--- src/rtl/reg_file_sb.sv ---
// Parametrised register file with two registered read ports and a per-register
// busy scoreboard. The issue stage reserves registers and writeback clears them.
module reg_file_sb #(
   parameter int DATA_W   = 16,
   parameter int ADDR_W   = 4,
   parameter int BYPASS   = 1,
   parameter int ZERO_REG = 0
) (
   input  logic              clk,
   input  logic              reset_n,
   input  logic              we,
   input  logic [ADDR_W-1:0] addr_write,
   input  logic [DATA_W-1:0] data_in,
   input  logic              rsv_en,
   input  logic [ADDR_W-1:0] rsv_addr,
   input  logic [ADDR_W-1:0] addr_read1,
   input  logic [ADDR_W-1:0] addr_read2,
   output logic [DATA_W-1:0] data_out1,
   output logic [DATA_W-1:0] data_out2,
   output logic              busy1,
   output logic              busy2,
   output logic [ADDR_W:0]   busy_count,
   output logic              all_idle
);

   localparam int DEPTH = 2 ** ADDR_W;

   logic [DATA_W-1:0] mem_q [DEPTH];
   logic [DATA_W-1:0] mem_d [DEPTH];
   logic [DEPTH-1:0]  busy_q, busy_d;
   logic [ADDR_W:0]   busy_count_q, busy_count_d;
   logic [DATA_W-1:0] data_out1_q, data_out1_d;
   logic [DATA_W-1:0] data_out2_q, data_out2_d;
   logic              busy1_q, busy1_d;
   logic              busy2_q, busy2_d;

   logic wr_ok, rsv_ok, cnt_inc, cnt_dec;
   logic rd1_zero, rd2_zero;

   always_comb begin
      // Register 0 swallows writes and reservations when it is hardwired to zero.
      wr_ok    = we && !((ZERO_REG != 0) && (addr_write == '0));
      rsv_ok   = rsv_en && !((ZERO_REG != 0) && (rsv_addr == '0));
      rd1_zero = (ZERO_REG != 0) && (addr_read1 == '0);
      rd2_zero = (ZERO_REG != 0) && (addr_read2 == '0);

      mem_d  = mem_q;
      busy_d = busy_q;
      if (wr_ok) begin
         mem_d[addr_write]  = data_in;
         busy_d[addr_write] = 1'b0;
      end
      // Reserve is applied after the write-clear so a new reservation wins.
      if (rsv_ok)
         busy_d[rsv_addr] = 1'b1;

      cnt_inc = rsv_ok && !busy_q[rsv_addr];
      cnt_dec = wr_ok && busy_q[addr_write] && !(rsv_ok && (rsv_addr == addr_write));
      busy_count_d = busy_count_q + {{ADDR_W{1'b0}}, cnt_inc} - {{ADDR_W{1'b0}}, cnt_dec};

      data_out1_d = mem_q[addr_read1];
      data_out2_d = mem_q[addr_read2];
      busy1_d     = busy_q[addr_read1];
      busy2_d     = busy_q[addr_read2];
      if (BYPASS != 0) begin
         if (wr_ok && (addr_write == addr_read1)) data_out1_d = data_in;
         if (wr_ok && (addr_write == addr_read2)) data_out2_d = data_in;
         busy1_d = busy_d[addr_read1];
         busy2_d = busy_d[addr_read2];
      end
      if (rd1_zero) begin
         data_out1_d = '0;
         busy1_d     = 1'b0;
      end
      if (rd2_zero) begin
         data_out2_d = '0;
         busy2_d     = 1'b0;
      end
   end

   always_ff @(posedge clk or negedge reset_n) begin
      if (!reset_n) begin
         for (int i = 0; i < DEPTH; i++)
            mem_q[i] <= '0;
         busy_q       <= '0;
         busy_count_q <= '0;
         data_out1_q  <= '0;
         data_out2_q  <= '0;
         busy1_q      <= 1'b0;
         busy2_q      <= 1'b0;
      end else begin
         for (int i = 0; i < DEPTH; i++)
            mem_q[i] <= mem_d[i];
         busy_q       <= busy_d;
         busy_count_q <= busy_count_d;
         data_out1_q  <= data_out1_d;
         data_out2_q  <= data_out2_d;
         busy1_q      <= busy1_d;
         busy2_q      <= busy2_d;
      end
   end

   assign data_out1  = data_out1_q;
   assign data_out2  = data_out2_q;
   assign busy1      = busy1_q;
   assign busy2      = busy2_q;
   assign busy_count = busy_count_q;
   assign all_idle   = (busy_count_q == '0);

endmodule

--- config.mk ---
export PLATFORM = sky130hd
export DESIGN_NAME = reg_file_sb
export DESIGN_NICKNAME = d
export VERILOG_FILES = /design/src/rtl/reg_file_sb.sv
export SDC_FILE = /design/constraint.sdc
export NUM_CORES = 1
export LEC_CHECK = 0
export BUFFER_PORTS_ARGS = -buffer_cell sky130_fd_sc_hd__buf_2
export CORE_UTILIZATION = 52
export DETAILED_ROUTE_END_ITERATION = 8
export PLACE_DENSITY_LB_ADDON = 0.3
export SETUP_SLACK_MARGIN = 0.3
export SLEW_MARGIN = 25
export SYNTH_ARGS = -nofsm -noshare
export SYNTH_HDL_FRONTEND = slang
export SYNTH_SLANG_ARGS = --single-unit
--- constraint.sdc ---
create_clock -name clk -period 3 [get_ports clk]
set_input_delay 0.3 -clock clk [delete_from_list [all_inputs] [get_ports clk]]
set_output_delay 0.3 -clock clk [all_outputs]
set_load 0.03 [all_outputs]
==> impl_metrics.toml, run 1 <==
[detailed_routing]
drtIter0Drc = 1013
post_drt_wl_per_cell_um = 26.87
vias_per_cell = 6.521
drt_pass1_iterations = 5
drtAntennaViolNets = 0
wl_um = 44180
vias = 10720
post-route-drc-count = 0

[cells_and_area]
final_nets = 1264
fill_cells = 2336
layout-drive-gt1-share = 0.5048
final_area_um2 = 18900
regArea_um2 = 7782
final_util = 0.6114
n_antenna_cell = 0
area_growth_pct = 14.64
multi_input_area_um2 = 8243

[die]
start_util = 0.5334
rows = 64
coreArea_um2 = 30910
die_w_um = 180.1
dieHeight_um = 180.1
fp.dieArea_um2 = 32420
boundaryPins = 76

[cts]
clock-sinks = 311
clk_latency_ps = 530
cts_max_level = 2
clockRootBuffer = "clkbuf_16"
clockBufferDepth = 3
cts_inserted_buffers = 36
cts_tree = "yes"
clk_pin_slew_worst_paths_ps = 60

[place]
placement.io_buffers = 75
placed_area_um2 = 17590
post-place-ws_ps = -28.19
gp_congestion = 0.9590
dp_hpwl_um = 26780

[yosys]
synth_area_per_cell_um2 = 14.52
synth_area_um2 = 16490
synth.distinct_cells = 57
yosys_warnings = 0
synth.net_count = 1178
ys_ff_latch = 311
syn_inst = 1135
synthArstFlopShare = 1.000
synth_edf_count = 0
ys_seq_area_frac = 0.4721
ys.flop_type = "dfrtp_1"

[critical_path]
path_max_fanout = 3
worstPathArrival_ps = 3230
cp_num_buf_inv = 1
criticalPathCategory = "flip-flop to flip-flop"
path_cells = "mux4_2 -> mux4_2 -> and3_4 -> ha_4 -> inv_2 -> ha_4 -> fa_2 -> a21oi_2 -> nor2_1 -> nor2_1 -> xnor2_1"
start_kind = "flip-flop"
cpMaxStageDelayCell = "mux4_2"
crit_family = "multiplexers"
cp.required_ps = 3440
critPathMaxStageDelay_ps = 470
worst_setup_path_end_kind = "flip-flop"

[timing]
setup-violations-final = 0
worst_slack_ps = 209.7
rsz0062_at_grt = "true"
slew_headroom = 0.5324
fmax_mhz = 358.4
post-route-period-util = 0.9301
slew_viol_final = 0
timing.final.hold_violations = 0
finClkSkew_ps = 19.53
period_minus_slack_ps = 2790
tightest_slew_ps = 701.4
holdWs_ps = 137.0

[global_route]
grt_overflow = 0
grt_pass1_wl_um = 68810
antenna_found_initial = 0
grt_use_total = 0.2837
grt_start_max_net_pins = 81
grt_pass1_vias = 11070

[power]
p_comb_frac = 0.254
clkPwrFrac = 0.330
power_density_nw_per_um2 = 750.8
finalPower_w = 0.01419
intPower_w = 0.01014
peakVddDrop_uv = 374.2
power_frac_seq = 0.416
leakage_nw = 8.157
sw_frac_of_total = 0.2852
power.switching_w = 0.004047

[hold_path]
hold_path_class = "input port to flip-flop"

[run]
max-cap-violations = 0

[outcome]
status = "completed"
metal layers:
metal / GRT usage / vias up / wire length (um)
met4: 0.1029 / 0 / 1654
met5: 0 / - / 0
met1: 0.3972 / 5670 / 18080
met3: 0.03981 / 122 / 3023
li1: - / 4442 / -
met2: 0.4587 / 487 / 21430
power groups by stage:
stage	clock network, W	registers (W)	logic (W)
4_1_cts	0.00474	0.00589	0.00360
3_3_place_gp	0	0.00587	0.00348
3_5_place_dp	0	0.00594	0.00356
6_report	0.00468	0.00590	0.00361
2_1_floorplan	0	0.00611	0.00238
5_1_grt	0.00492	0.00604	0.00385
metrics by stage:
stage | instances | TNS [ps]
after floorplan | 1135 | 0
after global placement | 1574 | -11.76
after detailed placement | 1574 | -28.19
after CTS | 1641 | 0
after global routing | 1644 | 0
final | 1644 | 0
placed cells by master, fill, tap and decap left out, types with 3 or more instances in the layout:
| cell | instances |
|---|---|
| clkinvlp_4 | 3 |
| clkbuf_8 | 5 |
| clkbuf_1 | 7 |
| buf_12 | 13 |
| nand2b_1 | 6 |
| xor2_1 | 12 |
| clkinv_2 | 5 |
| xnor2_1 | 5 |
| inv_1 | 11 |
| a32oi_1 | 3 |
| nor2_1 | 14 |
| nor2_2 | 6 |
| nand3b_1 | 4 |
| o211ai_1 | 3 |
| o21ai_0 | 11 |
| nand3_1 | 7 |
| mux2_2 | 241 |
| ha_1 | 4 |
| bufinv_16 | 6 |
| nand2_1 | 167 |
| a21o_1 | 3 |
| clkbuf_16 | 37 |
| buf_4 | 57 |
| buf_2 | 70 |
| dfrtp_1 | 311 |
| mux4_2 | 170 |
| nor2b_1 | 6 |
cells by family after synthesis:
logic type	Yosys count	share of synthesized area
muxes	412	0.3975
DFF	311	0.4721
and+or+nand+nor	231	0.06170
buffers and inverters	107	0.03188
AOI/OAI and AO/OA	50	0.02209
xor gates and xnor gates	17	0.009031
adders and majority gates	7	0.005768
cells in the mapped netlist, types with 9 or more instances:
library cell / instances / share of area
o21ai_0: 11 / 0.0033
clkbuf_1: 41 / 0.0093
mux2_2: 241 / 0.16
buf_2: 29 / 0.0088
mux4_2: 170 / 0.23
xor2_1: 12 / 0.0064
dfrtp_1: 311 / 0.47
buf_4: 9 / 0.0041
nand2_1: 167 / 0.038
inv_1: 12 / 0.0027
nor2_1: 20 / 0.0046
worst min-delay path, cell delays in order:
cell and delay [ps]:
buf_2 190, nand2_1 90, nand2_1 40
cell type report:
type                       count  share of cell area
clock buffer                  49             0.05402
timing repair buffer         142             0.05627
multi-input combinational    717              0.4361
clock inverter                16             0.01298
sequential                   311              0.4118
tap                          396             0.02622
inverter                      13            0.002582
state kept, by name (all words and copies together), names as in the netlist:
name	flops
busy1	1
data_out2	16
busy_q	16
data_out1	16
busy_count	5
mem_q	256
busy2	1
final timing paths:
check,start,end,slack (ps),depth (start not counted)
max,busy_q[15],busy_count[4],210,11
min,data_in[3],mem_q[163],140,3
max reg2reg,busy_q[15],busy_count[4],210,11
min reg2reg,mem_q[139],mem_q[139],500,2
max in group asynchronous,reset_n,mem_q[234],1690,4
min in group asynchronous,reset_n,data_out1[0],380,2
what timing repair did:
item,4_1_cts,5_1_grt
hold buffers,1,0
pin swaps,5,3
resized for setup,0,1
endpoints found under the setup margin,1,3
hold endpoints to repair,74,0
buffers inserted,1,3
Power figures use the tool's default switching activity.
==> run 2, diff against run 1 <==
Settings changed: BUFFER_PORTS_ARGS -buffer_cell sky130_fd_sc_hd__buf_2 to not set, DONT_BUFFER_PORTS set to 1.
==> impl_metrics.toml, run 2 (synthesis gave the netlist of run 1 again) <==
[outcome]
status = "complete, but fails checks"
violations = "hold timing"

[detailed_routing]
wl_um = 42720
drt_pass1_iterations = 5
drtIter0Drc = 902
post-route-drc-count = 0
vias_per_cell = 6.599
post_drt_wl_per_cell_um = 27.65
drtAntennaViolNets = 0
vias = 10200

[critical_path]
critPathMaxStageDelay_ps = 470
crit_start = "busy_q[9]"
criticalPathCategory = "flip-flop to flip-flop"
r2r_start = "busy_q[9]"
worst_setup_path_end_kind = "flip-flop"
crit_end = "busy_count[4]"
r2r-end = "busy_count[4]"
cp.required_ps = 3450
cpMaxStageDelayCell = "mux4_2"
reg2reg_depth = 11
start_kind = "flip-flop"
r2r_slack_ps = 210
path_max_fanout = 4
worstPathArrival_ps = 3230
path_cells = "mux4_2 -> mux4_2 -> and3_4 -> ha_4 -> inv_2 -> ha_4 -> fa_2 -> a21oi_2 -> nor2_1 -> nor2_1 -> xnor2_1"

[place]
placed_area_um2 = 16780
dp_hpwl_um = 24080
gp_congestion = 0.8676
placement.io_buffers = 0

[timing]
fmax_mhz = 358.6
post-route-period-util = 0.9295
tightest_slew_ps = 965.4
timing.final.hold_violations = 311
period_minus_slack_ps = 2789
holdWs_ps = -497.8
setup-violations-final = 0
slew_viol_final = 0
finalSetupTns_ps = 0
slew_headroom = 0.3516
rsz0062_at_grt = "true"
finClkSkew_ps = 17.65

[cells_and_area]
top_register = "mem_q"
final_area_um2 = 18150
area_growth_pct = 10.09
final_nets = 1167
fill_cells = 2368
largest_reg_flops = 256
layout-drive-gt1-share = 0.4469
layout_common_cells = "311 x dfrtp_1, 241 x mux2_2, 170 x mux4_2, 167 x nand2_1, 36 x clkbuf_16"
layout_commonest_cell = "dfrtp_1"

[cts]
clockRootBuffer = "clkbuf_16"
cts_resized = 0
clk_latency_ps = 520
clockBufferDepth = 3
cts_max_level = 2
clk_pin_slew_worst_paths_ps = 60
clock-sinks = 311
cts_tree = "yes"
cts_inserted_buffers = 35
hold_buffers = 18

[global_route]
grt_overflow = 0
grt_use_total = 0.2746
antenna_found_initial = 1
grt_pass1_vias = 10740
grt_pass1_wl_um = 66800
grt_start_max_net_pins = 312

[die]
start_util = 0.5334
die_w_um = 180.1
rows = 64
fp.dieArea_um2 = 32420
dieHeight_um = 180.1
coreArea_um2 = 30910
boundaryPins = 76

[hold_path]
hold_path_class = "input port to async pin"

[power]
leakage_nw = 7.641
peakVddDrop_uv = 392.4
power_density_nw_per_um2 = 737.1

[run]
max-cap-violations = 0
==> run 2: how the worst min path moves through the flow <==
stage	start	to	slack, ps	cells after the start
after global placement	reset_n	data_out1[1]	10	0
after global routing	reset_n	data_out1[1]	-510	0
after floorplan	reset_n	busy1	4	0
after CTS	reset_n	busy_q[15]	-530	0
after detailed placement	reset_n	data_out1[1]	20	0
final	reset_n	data_out1[1]	-500	0
==> run 2: report_power, final <==
| group | internal, W | total [W] | switching [W] | leakage, nW |
|---|---|---|---|---|
| Combinational | 0.00182 | 0.00270 | 0.000880 | 3.22 |
| Sequential | 0.00522 | 0.00627 | 0.00106 | 3.83 |
| Clock | 0.00266 | 0.00440 | 0.00174 | 0.586 |
| Total | 0.00970 | 0.0134 | 0.00368 | 7.64 |
==> run 2: what timing repair did <==
item / CTS / global route
setup endpoints to repair: 1 / 2
pin swaps: 7 / 1
hold endpoints to repair: 600 / 311
buffers inserted: 1 / 0
==> run 2: stage by stage <==
step	hold WS, ps	utilization	instances	worst slack (ps)	total power (W)
global placement	13.34	0.5429	1464	170.5	0.008811
floorplan	4.409	-	1135	216.8	0.008489
global route	-513.0	0.5872	1545	103.1	0.01395
detailed placement	15.44	0.5429	1464	152.1	0.008950
CTS	-534.5	0.5871	1544	183.9	0.01345
finish	-497.8	0.5872	1545	211.5	0.01338
==> run 2: area by class of cell <==
cell class | instances | area, um2 | area share
timing repair buffer | 46 | 402.9 | 0.02220
tap | 396 | 495.5 | 0.02730
clock inverter | 11 | 145.1 | 0.007997
clock buffer | 50 | 1033 | 0.05694
sequential | 311 | 7782 | 0.4288
inverter | 13 | 48.80 | 0.002689
multi-input combinational | 717 | 8239 | 0.4540
antenna | 1 | 2.502 | 0.0001379
==> run 2: routing by layer <==
metal | share of wire | wire length (um) | vias up | global-route usage
li1 | - | - | 4244 | -
met1 | 0.43 | 18240 | 5490 | 0.3891
met2 | 0.48 | 20620 | 380 | 0.4402
met3 | 0.065 | 2772 | 81 | 0.04648
met4 | 0.026 | 1090 | 0 | 0.08205
met5 | 0 | 0 | - | 0
==> run 2: critical path: cells and delay by family (launching register included) <==
kind	cells	cell delay [ps]
and+or+nand+nor	3	310
xor gates and xnor gates	1	120
DFF	1	410
AOI/OAI and AO/OA	1	130
adders and majority gates	3	770
buffers and inverters	1	40
muxes	2	930
==> run 3, diff against run 2 <==
Settings changed: CELL_PAD_IN_SITES_DETAIL_PLACEMENT set to 1, CELL_PAD_IN_SITES_GLOBAL_PLACEMENT set to 1, CORE_UTILIZATION 52 to 49, GPL_ROUTABILITY_DRIVEN set to 0.
==> impl_metrics.toml, run 3 (synthesis gave the netlist of run 1 again) <==
[detailed_routing]
post-route-drc-count = 0
post_drt_wl_per_cell_um = 29.53
drtIter0Drc = 1009
drt_pass1_iterations = 5
vias_per_cell = 6.586
vias = 10490
drtAntennaViolNets = 0
wl_um = 47020

[critical_path]
cpMaxStageDelayCell = "mux4_2"
path_max_fanout = 3
path_cells = "mux4_2 -> mux4_2 -> nand2b_4 -> ha_4 -> inv_2 -> ha_4 -> fa_2 -> buf_4 -> buf_6 -> xor2_1"
reg2reg_depth = 10
r2r_slack_ps = 160
worstPathArrival_ps = 3230
worst_setup_path_end_kind = "flip-flop"
critPathMaxStageDelay_ps = 490
cp.required_ps = 3390
start_kind = "flip-flop"
cp.depth = 10
r2r-end = "busy_count[2]"
crit_start = "busy_q[7]"
crit_end = "busy_count[2]"
cp_num_buf_inv = 3
criticalPathCategory = "flip-flop to flip-flop"
crit_family = "multiplexers"
r2r_start = "busy_q[7]"

[global_route]
grt_use_total = 0.2893
grt_start_max_net_pins = 312
antenna_found_initial = 3
grt_pass1_vias = 11550
grt_overflow = 0
grt_pass1_wl_um = 72750

[die]
dieHeight_um = 185.4
boundaryPins = 76
fp.dieArea_um2 = 34380
die_w_um = 185.4
coreArea_um2 = 32780
rows = 66
start_util = 0.5029

[cells_and_area]
layout_common_cells = "311 x dfrtp_1, 241 x mux2_2, 170 x mux4_2, 167 x nand2_1, 35 x clkbuf_16"
area_growth_pct = 9.806
largest_reg_flops = 256
final_nets = 1171
layout-drive-gt1-share = 0.4442
layout_commonest_cell = "dfrtp_1"
top_register = "mem_q"

[cts]
cts_tree = "yes"
clk_latency_ps = 530
clock-sinks = 311
clockBufferDepth = 3
cts_max_level = 2
hold_buffers = 19
clockRootBuffer = "clkbuf_16"
cts_inserted_buffers = 35
clk_pin_slew_worst_paths_ps = 60

[timing]
finalSetupTns_ps = 0
finClkSkew_ps = 27.46
holdWs_ps = -518.6
fmax_mhz = 351.7
tightest_slew_ps = 838.9
setup-violations-final = 0
timing.final.hold_violations = 311
period_minus_slack_ps = 2844
worst_slack_ps = 156.4
slew_headroom = 0.4407
post-route-period-util = 0.9479
slew_viol_final = 0
rsz0062_at_grt = "true"

[hold_path]
hold_path_class = "input port to async pin"

[place]
post-place-ws_ps = 164.8
dp_hpwl_um = 26360
placement.io_buffers = 0

[power]
power_density_nw_per_um2 = 726.9
leakage_nw = 7.579
peakVddDrop_uv = 390.5

[outcome]
violations = "hold timing"
status = "complete, but fails checks"

[run]
max-cap-violations = 0
==> run 3: cell types whose count changed in the layout (fill, tap and decap cells not counted), moves of 2 or more <==
cell / before / now
buf_4: 27 / 30
bufinv_16: 3 / 1
clkbuf_1: 6 / 10
clkbuf_8: 8 / 4
clkinv_2: 6 / 2
diode_2: 1 / 4
inv_6: 1 / 3
nor2_1: 14 / 11
nor2_2: 6 / 9
==> run 3: layout make-up <==
type / count / area, um2
diodes: 4 / 10.01
repair buffers: 50 / 426.7
clock inverters: 6 / 66.31
inverters: 13 / 48.80
flip-flops and latches: 311 / 7782
well taps: 442 / 553.0
fillers: 3123 / 14680
multi-input cells: 717 / 8247
clock buffers: 49 / 968.4
==> run 3: layer usage <==
metal	GRT usage	up-vias	routed length [um]
met1	0.4018	5739	19820
met3	0.05486	97	2969
li1	-	4267	-
met5	0	-	0
met2	0.4617	382	22840
met4	0.09157	0	1381
==> run 3: report_power, final <==
group / switching, W / internal, W
registers: 0.00113 / 0.00522
clock network: 0.00169 / 0.00233
logic: 0.000936 / 0.00186
total: 0.00376 / 0.00940
==> run 3: how the worst min path moves through the flow <==
stage,from,to,slack [ps],depth (start not counted)
final,reset_n,mem_q[211],-520,0
after global routing,reset_n,mem_q[211],-540,0
after CTS,reset_n,mem_q[195],-540,0
after detailed placement,reset_n,mem_q[195],20,0
after global placement,reset_n,mem_q[19],20,0
after floorplan,reset_n,busy1,4,0
==> run 3: stage by stage <==
| step | utilization | hold slack, ps | power (W) | instance area, um2 | std cells |
|---|---|---|---|---|---|
| 6_report | 0.5522 | -518.6 | 0.01316 | 18100 | 1592 |
| 5_1_grt | 0.5521 | -537.6 | 0.01373 | 18100 | 1591 |
| 4_1_cts | 0.5511 | -540.0 | 0.01320 | 18070 | 1585 |
| 3_5_place_dp | 0.5130 | 15.47 | 0.009038 | 16820 | 1508 |
| 3_3_place_gp | 0.5130 | 18.58 | 0.008823 | 16820 | 1508 |
| 2_1_floorplan | - | 4.409 | 0.008489 | 16550 | 1135 |
==> run 3: timing repair <==
action | CTS | global route
resized for setup | 0 | 1
hold endpoints to repair | 601 | 311
buffers inserted | 3 | 3
pin swaps | 7 | 2
endpoints found under the setup margin | 1 | 2
